==> src/rtl/instruction_fetch_unit.sv <==
// Instruction fetch unit: fetches one word per request over a req/ready handshake,
// strobes it into the instruction register and maintains the program counter.
module instruction_fetch_unit #(
  parameter int unsigned          INSTRUCTION_LEN = 16,
  parameter int unsigned          ADDR_LEN        = 16,
  parameter logic [ADDR_LEN-1:0]  RESET_PC        = '0,
  parameter int unsigned          TIMEOUT_CYCLES  = 15
) (
  input  logic                       clk,
  input  logic                       rst,
  input  logic                       fetch_req,
  input  logic                       pc_ld_en,
  input  logic [ADDR_LEN-1:0]        pc_ld_value,
  output logic                       mem_req,
  output logic [ADDR_LEN-1:0]        mem_addr,
  input  logic                       mem_ready,
  input  logic [INSTRUCTION_LEN-1:0] mem_rdata,
  output logic                       ir_wr_en,
  output logic [INSTRUCTION_LEN-1:0] instruction_out,
  output logic [ADDR_LEN-1:0]        pc,
  output logic                       busy,
  output logic                       fetch_done,
  output logic                       fetch_err
);

  localparam int unsigned    CntW    = $clog2(TIMEOUT_CYCLES + 1);
  localparam logic [CntW-1:0] CntLast = CntW'(TIMEOUT_CYCLES - 1);

  typedef enum logic [1:0] {StIdle, StFetch, StWrite} state_e;

  state_e                     state_q, state_d;
  logic [ADDR_LEN-1:0]        fetch_addr_q, fetch_addr_d;
  logic [ADDR_LEN-1:0]        pc_q, pc_d;
  logic [INSTRUCTION_LEN-1:0] data_q, data_d;
  logic [CntW-1:0]            cnt_q, cnt_d;

  always_ff @(posedge clk or posedge rst) begin
    if (rst) begin
      state_q      <= StIdle;
      fetch_addr_q <= RESET_PC;
      pc_q         <= RESET_PC;
      data_q       <= '0;
      cnt_q        <= '0;
    end else begin
      state_q      <= state_d;
      fetch_addr_q <= fetch_addr_d;
      pc_q         <= pc_d;
      data_q       <= data_d;
      cnt_q        <= cnt_d;
    end
  end

  always_comb begin
    state_d      = state_q;
    fetch_addr_d = fetch_addr_q;
    pc_d         = pc_q;
    data_d       = data_q;
    cnt_d        = cnt_q;
    fetch_err    = 1'b0;
    unique case (state_q)
      StIdle: begin
        if (fetch_req) begin
          state_d      = StFetch;
          // A same-cycle branch target is fetched directly rather than the stale PC.
          fetch_addr_d = pc_ld_en ? pc_ld_value : pc_q;
          cnt_d        = '0;
        end
      end
      StFetch: begin
        if (mem_ready) begin
          data_d  = mem_rdata;
          state_d = StWrite;
        end else if (cnt_q == CntLast) begin
          fetch_err = 1'b1;
          state_d   = StIdle;
        end else begin
          cnt_d = cnt_q + 1'b1;
        end
      end
      StWrite: begin
        state_d = StIdle;
        pc_d    = fetch_addr_q + 1'b1;
      end
      default: state_d = StIdle;
    endcase
    // A load wins over the post-fetch increment.
    if (pc_ld_en) pc_d = pc_ld_value;
  end

  assign mem_req         = (state_q == StFetch);
  assign mem_addr        = fetch_addr_q;
  assign ir_wr_en        = (state_q == StWrite);
  assign fetch_done      = (state_q == StWrite);
  assign busy            = (state_q != StIdle);
  assign instruction_out = data_q;
  assign pc              = pc_q;

endmodule

==> config.mk <==
export PLATFORM = sky130hd
export DESIGN_NAME = instruction_fetch_unit
export DESIGN_NICKNAME = d
export VERILOG_FILES = /design/src/rtl/instruction_fetch_unit.sv
export SDC_FILE = /design/constraint.sdc
export NUM_CORES = 1
export LEC_CHECK = 0
export ABC_AREA = 1
export CORE_ASPECT_RATIO = 1.1
export CORE_MARGIN = 4
export CORE_UTILIZATION = 49
export CTS_CLUSTER_DIAMETER = 30
export DETAILED_ROUTE_END_ITERATION = 10
export HOLD_SLACK_MARGIN = 0.1
export PLACE_DENSITY = 0.85
export SLEW_MARGIN = 20
export SYNTH_ARGS = -nofsm -noshare
export SYNTH_HDL_FRONTEND = slang
export SYNTH_SLANG_ARGS = --single-unit
==> constraint.sdc <==
create_clock -name clk -period 4.7 [get_ports clk]
set_clock_uncertainty 0.15 [all_clocks]
set_input_delay 0.705 -clock clk [delete_from_list [all_inputs] [get_ports clk]]
set_output_delay 0.705 -clock clk [all_outputs]
set_load 0.05 [all_outputs]
==> results by group <==
Outcome
  • Outcome: complete, no violations

Synthesis
  • Yosys cell types: 31
  • Syn Inst Count: 338
  • Top cell type's share of synthesized area: 0.500
  • Synth top area cells: dfrtp_1 50%, nand2_1 18%, inv_1 4.0%
  • Sequential area share after synthesis: 0.500
  • Avg Inst Size Synth: 8.00 um2
  • Yosys top cell by area: dfrtp_1
  • Syn. warnings: 0
  • Synth Net Count: 378
  • Synthesized cell area: 2710 um2
  • #FFs+latches synth: 54

Detailed routing
  • Detail Route Antenna Nets: 0
  • DR WL/cell: 12.9 um
  • Number of vias per cell: 4.96
  • Routed WL: 6500 um
  • Initial DRC count: 121
  • DR pass1 iterations: 4
  • # DRC: 0
  • Vias: 2489

CTS
  • Post-CTS setup buffer count: 0
  • Post_cts resized: 0
  • Clock transition at the registers of the reported paths: 0.09 ns
  • CTS Buf Count: 5
  • CTS Sinks: 54
  • Hold-fix buffers, CTS: 0
  • Clk_lat worst skew: 0.30 ns
  • Root Driver: clkbuf_8
  • Clock Tree Buf Depth: 2
  • CTS tree: done
  • # H-tree levels: 2

STA
  • Fin crit period: 3.04 ns
  • Final hold slack: 0.324 ns
  • Final Hold Fails: 0
  • Final setup fails: 0
  • Worst Tran Pin Value: 0.921 ns
  • Setup slack after layout: 1.66 ns
  • Slew headroom: 0.385
  • RSZ-0062 raised after global routing: false
  • Final slew viol count: 0
  • Fmax: 329 MHz
  • Final setup TNS: 0 ns
  • Tcrit/Tclk final: 0.648

Power
  • VDD IR max: 0.510 mV
  • Flop pwr share: 0.331
  • Comb power frac: 0.557
  • Pwr dens: 640 nW/um2
  • Switching power share of the total: 0.509
  • Switching pwr: 0.00121 W
  • Leakage: 1.78 nW
  • Pint: 0.00117 W
  • Clock power frac: 0.112

Setup path
  • R2R Setup Slk: 2.84 ns
  • CP Capture Type: output pin
  • Worst setup SP type: input port
  • CP startpoint: mem_ready
  • Critical-path maximum fanout: 2
  • Data arrival, critical path: 2.19 ns
  • Worst path required time: 3.85 ns
  • RR Startpoint: state_q[1]
  • Critical path class: input port to output pin

Finish
  • # diodes: 0
  • Area grow syn2layout: 37.9%
  • Layout Nets: 466
  • Commonest cells after routing, fill and taps aside: 131 x nand2_1, 89 x clkdlybuf4s50_1, 54 x dfrtp_1
  • Design area: 3730 um2
  • Final std cells w/o fill: 502
  • Most common cell after layout, fill and taps aside: nand2_1
  • Fraction of layout instances using a drive strength above 1: 0.0679

GRT
  • GR Util met3: 0.0683
  • First-pass GRT wire length: 10800 um
  • GR Layer Usage met2: 0.353
  • Global route hottest layer: met2
  • GR Overflow Total: 0
  • Total GRT Usage: 0.198
  • Vias in the first global route: 2456
  • Initial antenna violation count: 0
  • Met1 Use GR: 0.232
  • Pin count of the biggest net entering global routing: 55

Die
  • Ports: 90
  • Die ar.: 6770 um2
  • Die width: 78.8 um
  • Height of the die: 85.9 um
  • Core box area: 5360 um2
  • # rows: 28
  • Initial Util: 0.505

Flow run
  • Max-cap violations: 0

Placed design
  • Hpwl dp: 4810 um
  • I/O Buffers: 89
  • DP Cell Count: 494
  • Routability Congestion: 0.821
  • Dpl cell area: 3630 um2
  • Pre-CTS setup slack: 1.66 ns

Min path
  • Beginning of the worst hold path: instruction_out[2]
  • HP Class: flop to flop
[sequential cells by signal, summed over array words and instances (netlist names)]
signal / count
cnt_q: 4
mem_addr: 16
instruction_out: 16
pc: 16
state_q: 2
[power by group through the flow]
stage | logic [W] | clock network (W) | registers (W)
2_1_floorplan | 0.000364 | 0 | 0.00132
3_3_place_gp | 0.00132 | 0 | 0.000789
3_5_place_dp | 0.00134 | 0 | 0.000795
4_1_cts | 0.00134 | 0.000277 | 0.000788
5_1_grt | 0.00141 | 0.000293 | 0.000820
6_report | 0.00133 | 0.000268 | 0.000789
[per-stage QoR]
step,power [W],util
finish,0.00239,0.696
floorplan,0.00168,-
global route,0.00253,0.696
CTS,0.00241,0.696
global placement,0.00211,0.678
detailed placement,0.00213,0.678
[critical path: stages]
cell and delay [ns]:
clkdlybuf4s50_1 0.43, nor3_1 0.21, clkdlybuf4s50_1 0.85
[layer usage]
| metal | share of wire | routed length (um) |
|---|---|---|
| met4 | 0.0071 | 46 |
| met3 | 0.087 | 565 |
| met1 | 0.42 | 2710 |
| met2 | 0.49 | 3180 |
| met5 | 0 | 0 |
[kinds of logic after synthesis]
kind of cell | share of synthesized area
buffers and inverters | 0.0749
adders and majority gates | 0.0139
xor gates and xnor gates | 0.00324
and+or+nand+nor | 0.304
DFF | 0.500
AOI/OAI and AO/OA | 0.104
[path summary, 6_finish.rpt]
check / cells after the start / end
min: 2 / instruction_out[2]
min reg2reg: 2 / instruction_out[2]
max in group asynchronous: 2 / cnt_q[1]
max reg2reg: 5 / mem_addr[3]
max: 3 / fetch_err
min in group asynchronous: 2 / pc[1]
[synthesized netlist by cell type (all sizes together)]
library cell	count
nor2	21
nand4	5
nand2	135
a31oi	7
buf	9
ha	3
or2	1
o221ai	2
a21oi	14
nand3	21
o21ai	21
inv	34
o21bai	2
o211ai	4
clkinv	1
xnor2	1
dfrtp	54
nor3	3
[layout make-up]
type	count	area [um2]
Clock inverter	2	12.5
Clock buffer	6	82.6
Sequential cell	54	1350
Inverter	35	141
Multi-Input combinational cell	240	1150
Tap cell	75	93.8
Timing Repair Buffer	90	898
Fill cell	447	1630
(Power assumes the default switching activity.)
